## config.mk

```make
export PLATFORM = sky130hd
export DESIGN_NAME = uart_rx_cfg_flat
export DESIGN_NICKNAME = d
export VERILOG_FILES = /design/src/rtl/uart_pkg.sv /design/src/rtl/uart_rx_cfg_if.sv /design/src/rtl/uart_baud_tick.sv /design/src/rtl/uart_rx_cfg.sv /design/src/flat_wrapper.sv
export SDC_FILE = /design/constraint.sdc
export NUM_CORES = 1
export LEC_CHECK = 0
export ABC_CLOCK_PERIOD_IN_PS = 2650
export CAP_MARGIN = 25
export CORE_AREA = 2 2 88 90
export CTS_CLUSTER_DIAMETER = 200
export CTS_CLUSTER_SIZE = 20
export DETAILED_ROUTE_END_ITERATION = 12
export DIE_AREA = 0 0 90 92
export PLACE_DENSITY = 0.57
export SYNTH_ARGS = -nofsm -noshare
export SYNTH_HDL_FRONTEND = slang
export SYNTH_HIERARCHICAL = 1
export SYNTH_SLANG_ARGS = --single-unit
```

## constraint.sdc

```tcl
create_clock -name clk -period 2.65 [get_ports clk]
set_input_delay 0.3975 -clock clk [delete_from_list [all_inputs] [get_ports clk]]
set_output_delay 0.3975 -clock clk [all_outputs]
set_load 0.005 [all_outputs]
```

## src/rtl/uart_pkg.sv

```systemverilog
// Shared types for the configurable UART receiver: FSM states, parity modes and the parity check.
package uart_pkg;

  typedef enum logic [2:0] {
    IDLE,
    START,
    DATA,
    PARITY,
    STOP,
    BRK_WAIT
  } rx_state_e;

  localparam int PAR_NONE = 0;
  localparam int PAR_EVEN = 1;
  localparam int PAR_ODD  = 2;

  // dataXor is the reduction XOR of the received data bits.
  function automatic logic parity_bad(input logic dataXor, input logic parBit, input int mode);
    logic sum;
    sum = dataXor ^ parBit;
    case (mode)
      PAR_EVEN: return sum;
      PAR_ODD:  return !sum;
      default:  return 1'b0;
    endcase
  endfunction

endpackage

```

## src/rtl/uart_rx_cfg_if.sv

```systemverilog
// Receive-side ready/valid bundle: the receiver drives the word and status, the consumer drives rx_ready.
interface uart_rx_cfg_if #(
  parameter int DATA_WIDTH = 8
);
  logic [DATA_WIDTH-1:0] rx_data;
  logic                  rx_valid;
  logic                  rx_ready;
  logic                  parity_err;
  logic                  frame_err;
  logic                  break_det;
  logic                  overrun_err;

  modport master (
    output rx_data, rx_valid, parity_err, frame_err, break_det, overrun_err,
    input  rx_ready
  );

  modport slave (
    input  rx_data, rx_valid, parity_err, frame_err, break_det, overrun_err,
    output rx_ready
  );
endinterface

```

## src/rtl/uart_baud_tick.sv

```systemverilog
// Oversampling tick generator: one-cycle pulse every CLK_FREQ/(BAUD_RATE*OVERSAMPLE) clocks.
module uart_baud_tick #(
  parameter int CLK_FREQ   = 50_000_000,
  parameter int BAUD_RATE  = 115_200,
  parameter int OVERSAMPLE = 16
) (
  input  logic clk,
  input  logic reset_n,
  output logic tick_o
);
  localparam int CPT = CLK_FREQ / (BAUD_RATE * OVERSAMPLE);
  localparam int CW  = (CPT > 2) ? $clog2(CPT) : 1;
  localparam logic [CW-1:0] LAST = CW'(CPT - 1);

  logic [CW-1:0] cnt_q;

  assign tick_o = (cnt_q == LAST);

  always_ff @(posedge clk or negedge reset_n) begin
    if (!reset_n) begin
      cnt_q <= '0;
    end else if (tick_o) begin
      cnt_q <= '0;
    end else begin
      cnt_q <= cnt_q + 1'b1;
    end
  end
endmodule

```

## src/rtl/uart_rx_cfg.sv

```systemverilog
// Configurable UART receiver with ready/valid output, parity/frame/break status and overrun pulse.
// Build option: define UART_RX_MAJORITY_EN to vote 2-of-3 over the last three ticks at each sample point.
module uart_rx_cfg
  import uart_pkg::*;
#(
  parameter int CLK_FREQ    = 50_000_000,
  parameter int BAUD_RATE   = 115_200,
  parameter int OVERSAMPLE  = 16,
  parameter int DATA_WIDTH  = 8,
  parameter int PARITY_MODE = 1,
  parameter int STOP_BITS   = 1
) (
  input  logic clk,
  input  logic reset_n,
  input  logic rxd,
  uart_rx_cfg_if.master rx
);
  localparam int CPT = CLK_FREQ / (BAUD_RATE * OVERSAMPLE);
  localparam int TW  = $clog2(OVERSAMPLE);
  localparam int BW  = $clog2(DATA_WIDTH);
  localparam logic [TW-1:0] START_PT  = TW'(OVERSAMPLE / 2 - 1);
  localparam logic [TW-1:0] BIT_PT    = TW'(OVERSAMPLE - 1);
  localparam logic [BW-1:0] LAST_DATA = BW'(DATA_WIDTH - 1);
  localparam logic [BW-1:0] LAST_STOP = BW'(STOP_BITS - 1);

  if (CPT < 2) begin : g_chk_cpt
    $error("uart_rx_cfg: CYCLES_PER_TICK must be at least 2");
  end
  if (PARITY_MODE > 2 || PARITY_MODE < 0) begin : g_chk_par
    $error("uart_rx_cfg: PARITY_MODE must be 0, 1 or 2");
  end
  if (STOP_BITS != 1 && STOP_BITS != 2) begin : g_chk_stop
    $error("uart_rx_cfg: STOP_BITS must be 1 or 2");
  end
  if (DATA_WIDTH < 5 || DATA_WIDTH > 9) begin : g_chk_dw
    $error("uart_rx_cfg: DATA_WIDTH must be within 5..9");
  end

  logic sync1_q, sync2_q, prev_q;
  logic rxdS, tick, sampleNow, bitVal;

  rx_state_e             state_q, state_d;
  logic [TW-1:0]         tickCnt_q, tickCnt_d;
  logic [BW-1:0]         bitCnt_q, bitCnt_d;
  logic [DATA_WIDTH-1:0] shift_q, shift_d;
  logic                  parBit_q, parBit_d;
  logic                  stopErr_q, stopErr_d;
  logic                  complete, cmpFrmErr, cmpBrk, cmpParErr;

  logic [DATA_WIDTH-1:0] data_q;
  logic                  valid_q, parErr_q, frmErr_q, brk_q, ovr_q;

  always_ff @(posedge clk or negedge reset_n) begin
    if (!reset_n) begin
      sync1_q <= 1'b1;
      sync2_q <= 1'b1;
      prev_q  <= 1'b1;
    end else begin
      sync1_q <= rxd;
      sync2_q <= sync1_q;
      prev_q  <= sync2_q;
    end
  end

  assign rxdS = sync2_q;

  uart_baud_tick #(
    .CLK_FREQ  (CLK_FREQ),
    .BAUD_RATE (BAUD_RATE),
    .OVERSAMPLE(OVERSAMPLE)
  ) u_baud (
    .clk    (clk),
    .reset_n(reset_n),
    .tick_o (tick)
  );

`ifdef UART_RX_MAJORITY_EN
  // Holds the two ticks preceding the current one, so the vote spans nominal-2 .. nominal.
  logic [1:0] smp_q;
  always_ff @(posedge clk or negedge reset_n) begin
    if (!reset_n) begin
      smp_q <= 2'b11;
    end else if (tick) begin
      smp_q <= {smp_q[0], rxdS};
    end
  end
  assign bitVal = (smp_q[1] & smp_q[0]) | (smp_q[1] & rxdS) | (smp_q[0] & rxdS);
`else
  assign bitVal = rxdS;
`endif

  assign sampleNow = tick && (tickCnt_q == ((state_q == START) ? START_PT : BIT_PT));

  always_ff @(posedge clk or negedge reset_n) begin
    if (!reset_n) begin
      state_q   <= IDLE;
      tickCnt_q <= '0;
      bitCnt_q  <= '0;
      shift_q   <= '0;
      parBit_q  <= 1'b0;
      stopErr_q <= 1'b0;
    end else begin
      state_q   <= state_d;
      tickCnt_q <= tickCnt_d;
      bitCnt_q  <= bitCnt_d;
      shift_q   <= shift_d;
      parBit_q  <= parBit_d;
      stopErr_q <= stopErr_d;
    end
  end

  always_comb begin
    state_d   = state_q;
    tickCnt_d = tickCnt_q;
    bitCnt_d  = bitCnt_q;
    shift_d   = shift_q;
    parBit_d  = parBit_q;
    stopErr_d = stopErr_q;
    complete  = 1'b0;
    cmpFrmErr = 1'b0;
    cmpBrk    = 1'b0;
    if (tick) tickCnt_d = tickCnt_q + 1'b1;
    case (state_q)
      IDLE: begin
        if (prev_q && !rxdS) begin
          state_d   = START;
          tickCnt_d = '0;
          bitCnt_d  = '0;
          parBit_d  = 1'b0;
          stopErr_d = 1'b0;
        end
      end
      START: begin
        if (sampleNow) begin
          tickCnt_d = '0;
          state_d   = bitVal ? IDLE : DATA;
        end
      end
      DATA: begin
        if (sampleNow) begin
          tickCnt_d = '0;
          shift_d   = {bitVal, shift_q[DATA_WIDTH-1:1]};
          if (bitCnt_q == LAST_DATA) begin
            bitCnt_d = '0;
            state_d  = (PARITY_MODE != PAR_NONE) ? PARITY : STOP;
          end else begin
            bitCnt_d = bitCnt_q + 1'b1;
          end
        end
      end
      PARITY: begin
        if (sampleNow) begin
          tickCnt_d = '0;
          parBit_d  = bitVal;
          state_d   = STOP;
        end
      end
      STOP: begin
        if (sampleNow) begin
          tickCnt_d = '0;
          // parBit_q stays 0 without parity, so the break test is the same in every mode.
          if (bitCnt_q == '0 && !bitVal && shift_q == '0 && !parBit_q) begin
            complete  = 1'b1;
            cmpBrk    = 1'b1;
            cmpFrmErr = 1'b1;
            state_d   = BRK_WAIT;
          end else if (bitCnt_q == LAST_STOP) begin
            complete  = 1'b1;
            cmpFrmErr = stopErr_q | !bitVal;
            state_d   = IDLE;
          end else begin
            stopErr_d = !bitVal;
            bitCnt_d  = bitCnt_q + 1'b1;
          end
        end
      end
      BRK_WAIT: begin
        if (rxdS) state_d = IDLE;
      end
      default: state_d = IDLE;
    endcase
  end

  assign cmpParErr = parity_bad(^shift_q, parBit_q, PARITY_MODE);

  // A completed word is taken if the holding register is empty or being accepted this cycle.
  always_ff @(posedge clk or negedge reset_n) begin
    if (!reset_n) begin
      data_q   <= '0;
      valid_q  <= 1'b0;
      parErr_q <= 1'b0;
      frmErr_q <= 1'b0;
      brk_q    <= 1'b0;
      ovr_q    <= 1'b0;
    end else begin
      ovr_q <= 1'b0;
      if (complete) begin
        if (!valid_q || rx.rx_ready) begin
          data_q   <= shift_q;
          valid_q  <= 1'b1;
          parErr_q <= cmpParErr;
          frmErr_q <= cmpFrmErr;
          brk_q    <= cmpBrk;
        end else begin
          ovr_q <= 1'b1;
        end
      end else if (valid_q && rx.rx_ready) begin
        valid_q <= 1'b0;
      end
    end
  end

  assign rx.rx_data     = data_q;
  assign rx.rx_valid    = valid_q;
  assign rx.parity_err  = parErr_q;
  assign rx.frame_err   = frmErr_q;
  assign rx.break_det   = brk_q;
  assign rx.overrun_err = ovr_q;
endmodule

```

## src/flat_wrapper.sv

```systemverilog
// flat-port wrapper written by rule: the top's interface ports become plain ports
module uart_rx_cfg_flat import uart_pkg::*;
#(
  parameter int CLK_FREQ    = 50_000_000,
  parameter int BAUD_RATE   = 115_200,
  parameter int OVERSAMPLE  = 16,
  parameter int DATA_WIDTH  = 8,
  parameter int PARITY_MODE = 1,
  parameter int STOP_BITS   = 1
)
  (clk, reset_n, rxd, rx_rx_data, rx_rx_valid, rx_parity_err, rx_frame_err, rx_break_det, rx_overrun_err, rx_rx_ready);
  uart_rx_cfg_if #(.DATA_WIDTH(DATA_WIDTH)) rx_i ();
  input  logic clk;
  input  logic reset_n;
  input  logic rxd;
  output wire logic [$bits(rx_i.rx_data)-1:0] rx_rx_data;
  output wire logic [$bits(rx_i.rx_valid)-1:0] rx_rx_valid;
  output wire logic [$bits(rx_i.parity_err)-1:0] rx_parity_err;
  output wire logic [$bits(rx_i.frame_err)-1:0] rx_frame_err;
  output wire logic [$bits(rx_i.break_det)-1:0] rx_break_det;
  output wire logic [$bits(rx_i.overrun_err)-1:0] rx_overrun_err;
  input wire logic [$bits(rx_i.rx_ready)-1:0] rx_rx_ready;
  assign rx_rx_data = rx_i.rx_data;
  assign rx_rx_valid = rx_i.rx_valid;
  assign rx_parity_err = rx_i.parity_err;
  assign rx_frame_err = rx_i.frame_err;
  assign rx_break_det = rx_i.break_det;
  assign rx_overrun_err = rx_i.overrun_err;
  assign rx_i.rx_ready = rx_rx_ready;
  uart_rx_cfg #(.CLK_FREQ(CLK_FREQ), .BAUD_RATE(BAUD_RATE), .OVERSAMPLE(OVERSAMPLE), .DATA_WIDTH(DATA_WIDTH), .PARITY_MODE(PARITY_MODE), .STOP_BITS(STOP_BITS)) u_core (.clk(clk), .reset_n(reset_n), .rxd(rxd), .rx(rx_i));
endmodule
```

==> run_results.csv <==
group,metric,value,unit
outcome,status,"finished, final reports clean",
critical_path,startpoint_of_the_worst_setup_timing_path,"u_core/u_baud/cnt_q[0]$_DFF_PN0_",
critical_path,cp_data_required_time,2840,ps
routing,wl_met1,1830,um
timing,timing.final.hold_violations,0,
routing,wl_per_cell,11.8,um
grt,grt_antenna_before_repair,0,
cts,worst_skew_pair.late_latency,290,ps
synthesis,synth.top_cells.by_area,"dfrtp_1 (45%), ha_1 (5.9%), o21ai_1 (4.5%)",
cells_and_area,finalNonFillerCells,327,
routing,dr_wl_met3,157,um
floorplanning,height_of_the_chip,92,um
grt,globalRoute.totalOverflow,0,
floorplanning,design.die.area,8280,um2
cts,total_cts_buffers,5,
synthesis,synth-edff-count,0,
critical_path,critical_path_endpoint_category,"flip-flop",
timing,relSlewSlack,40.3,%
cts,clkSinkCount,41,
floorplanning,num_rows,32,
placed_design,place.gp.congestion,0.806,
cells_and_area,nFillCells,798,
power,vdd_ir_drop_max,0.183,mV
grt,largest_net_degree_at_the_start_of_global_routing,42,
timing,final_period_utilization,81.9,%
placed_design,buffer_ports.inserted,16,
worst_hold_path,worst_hold_path_type,"in2async",
routing,routed_length_on_met2,1810,um
routing,drtPass1Iterations,4,
synthesis,synth_cell_type_count,51,
cts,postCtsSetupBuffers,0,
synthesis,synth_largest_type_area_fraction,44.9,%
grt,grt_pass1_vias,1449,
timing,post-route-min-period,2170,ps
cells_and_area,final_common_cell,"dfrtp_1",
floorplanning,boundaryPins,17,
routing,drt-total-wl,3850,um
critical_path,timing_worst_setup_path_type,"reg2reg",
cells_and_area,antenna-diode-count,0,
critical_path,capturing_point_of_the_worst_reg2reg_path,"u_core/bitCnt_q[2]$_DFFE_PN0P_",
critical_path,timing.critical_path.from_type,"flip-flop",
routing,viasPerCell,4.55,
synthesis,ys_dominant_reg_cell,"dfrtp_1",
synthesis,ys_seq_area_share,48.6,%
flow_run,timing.max_cap.violations,0,
routing,vias,1489,
synthesis,postSynthCellCount,207,
placed_design,dp.final_hpwl,2810,um
cells_and_area,mostFrequentLayoutCells,"dfrtp_1 (38), nand2_1 (25), o21ai_1 (19)",
critical_path,critical_path_peak_fanout,6,
floorplanning,core_area,7450,um2
synthesis,synth_area,2120,um2
cells_and_area,area_delta_synth_final,17.9,%
synthesis,synthArstFlopShare,100,%
synthesis,synthesis.nets,221,
placed_design,placedCellCount,319,
routing,drc,0,
power,cell_pwr_density,472,nW/um2
power,leakage,1.01,nW
grt,grt_first_pass_wirelength,6780,um
cts,h-tree-depth,2,
timing,fin_setup_tns,0,ps
critical_path,regToRegStartpoint,"u_core/u_baud/cnt_q[0]$_DFF_PN0_",
routing,route.antenna.remaining_nets,0,
floorplanning,die-width,90,um
cells_and_area,nNetsFinal,238,
timing,setup_viol,0,
timing,rsz0062_at_grt,"no",
cts,cts_hold_buf,0,
synthesis,synth_warnings,6,
synthesis,synth.avg_cell_area,10.2,um2
synthesis,synth_largest_area_cell,"dfrtp_1",
critical_path,r2r.worst_path.cells,7,
synthesis,synth-seq-cells,41,
critical_path,rrSetupSlack,480,ps
timing,timing.fmax,461,MHz
cts,post_cts_resize_count,0,
cts,tritoncts,"yes",
cts,clk_transition_reported_paths,80,ps
cells_and_area,drive_gt1_share,10.7,%
floorplanning,start_util,28.5,%
cts,root_buffer_selected_by_cts,"clkbuf_8",
routing,route.top_layer_used,"met4",
timing,final_max_slew_viol_count,0,
timing,fin_skew,7.72,ps
critical_path,arrival,2360,ps
grt,combined_global_route_utilization_of_all_metal_layers,10.1,%
routing,drt-initial-drc-count,64,
timing,timing_worst_slew_pin_value,895,ps
cts,max-clock-path-buffers,2,
## synthesized netlist by cell type (4+ instances only)
cell type	count
xnor2_1	5
buf_2	6
ha_1	10
o21ai_1	19
nand2_1	25
dfrtp_1	38
nor2_1	9
nand2b_1	6
inv_1	12
a21oi_1	4
o21ai_0	4
nand3_1	8
## cell families after synthesis
logic type | after synthesis | share of synthesized area, %
buf+inv | 23 | 4.78
flops | 41 | 48.6
xor+xnor | 8 | 3.31
fa+ha+maj | 10 | 5.90
simple gates | 75 | 19.5
compound gates | 43 | 14.2
mux | 7 | 3.72
## routing by layer
layer  GRT usage, %  up-vias
li1               -      760
met1           13.2      695
met2           16.1       27
met3           3.04        7
met4           3.08        0
met5              0        -
## sequential cells by signal, indices dropped and copies added, names as in the netlist, 3 cells and up
register and flops:
u_core/rx.rx_data 8, u_core/shift_q 8, u_core/u_baud/cnt_q 5, u_core/tickCnt_q 4
u_core/bitCnt_q 3, u_core/state_q 3
## power breakdown
part | leakage (nW) | internal, mW | switching [mW] | total, mW
clock network | 0.0574 | 0.306 | 0.218 | 0.525
registers | 0.537 | 0.629 | 0.00295 | 0.632
logic | 0.419 | 0.00705 | 0.0166 | 0.0236
total | 1.01 | 0.943 | 0.238 | 1.18
## worst max-delay path, cell delays in order (launching register included)
cell,delay [ps]
dfrtp_1,420
inv_1,70
ha_1,190
and4b_1,240
and4_1,350
a311oi_4,150
a211oi_4,320
mux2_4,330
## per-stage QoR
| step | power (mW) | worst slack, ps | utilization [%] | instance area, um2 | hold slack [ps] |
|---|---|---|---|---|---|
| 2_1_floorplan | 0.652 | 495 | - | 2120 | 102 |
| 3_3_place_gp | 0.669 | 552 | 32.0 | 2380 | 349 |
| 3_5_place_dp | 0.670 | 480 | 32.0 | 2380 | 349 |
| 4_1_cts | 1.21 | 470 | 33.6 | 2500 | 274 |
| 5_1_grt | 1.23 | 314 | 33.6 | 2500 | 300 |
| 6_report | 1.18 | 480 | 33.6 | 2500 | 226 |
## layout make-up
type	instances	area (um2)	area share (%)
Clock buffer	6	82.6	3.30
Sequential cell	41	1030	41.2
Inverter	13	48.8	1.95
Tap cell	102	128	5.11
Multi-Input combinational cell	143	988	39.5
Clock inverter	2	37.5	1.50
Timing Repair Buffer	20	185	7.41
## how the worst max path moves through the flow
stage / end / depth (start not counted)
detailed placement: u_core/bitCnt_q[2]$_DFFE_PN0P_ / 7
global placement: u_core/bitCnt_q[2]$_DFFE_PN0P_ / 7
finish: u_core/bitCnt_q[2]$_DFFE_PN0P_ / 7
global route: u_core/bitCnt_q[2]$_DFFE_PN0P_ / 7
CTS: u_core/bitCnt_q[2]$_DFFE_PN0P_ / 7
floorplan: u_core/bitCnt_q[2]$_DFFE_PN0P_ / 9
No activity file was read; power rests on OpenSTA's default activity.
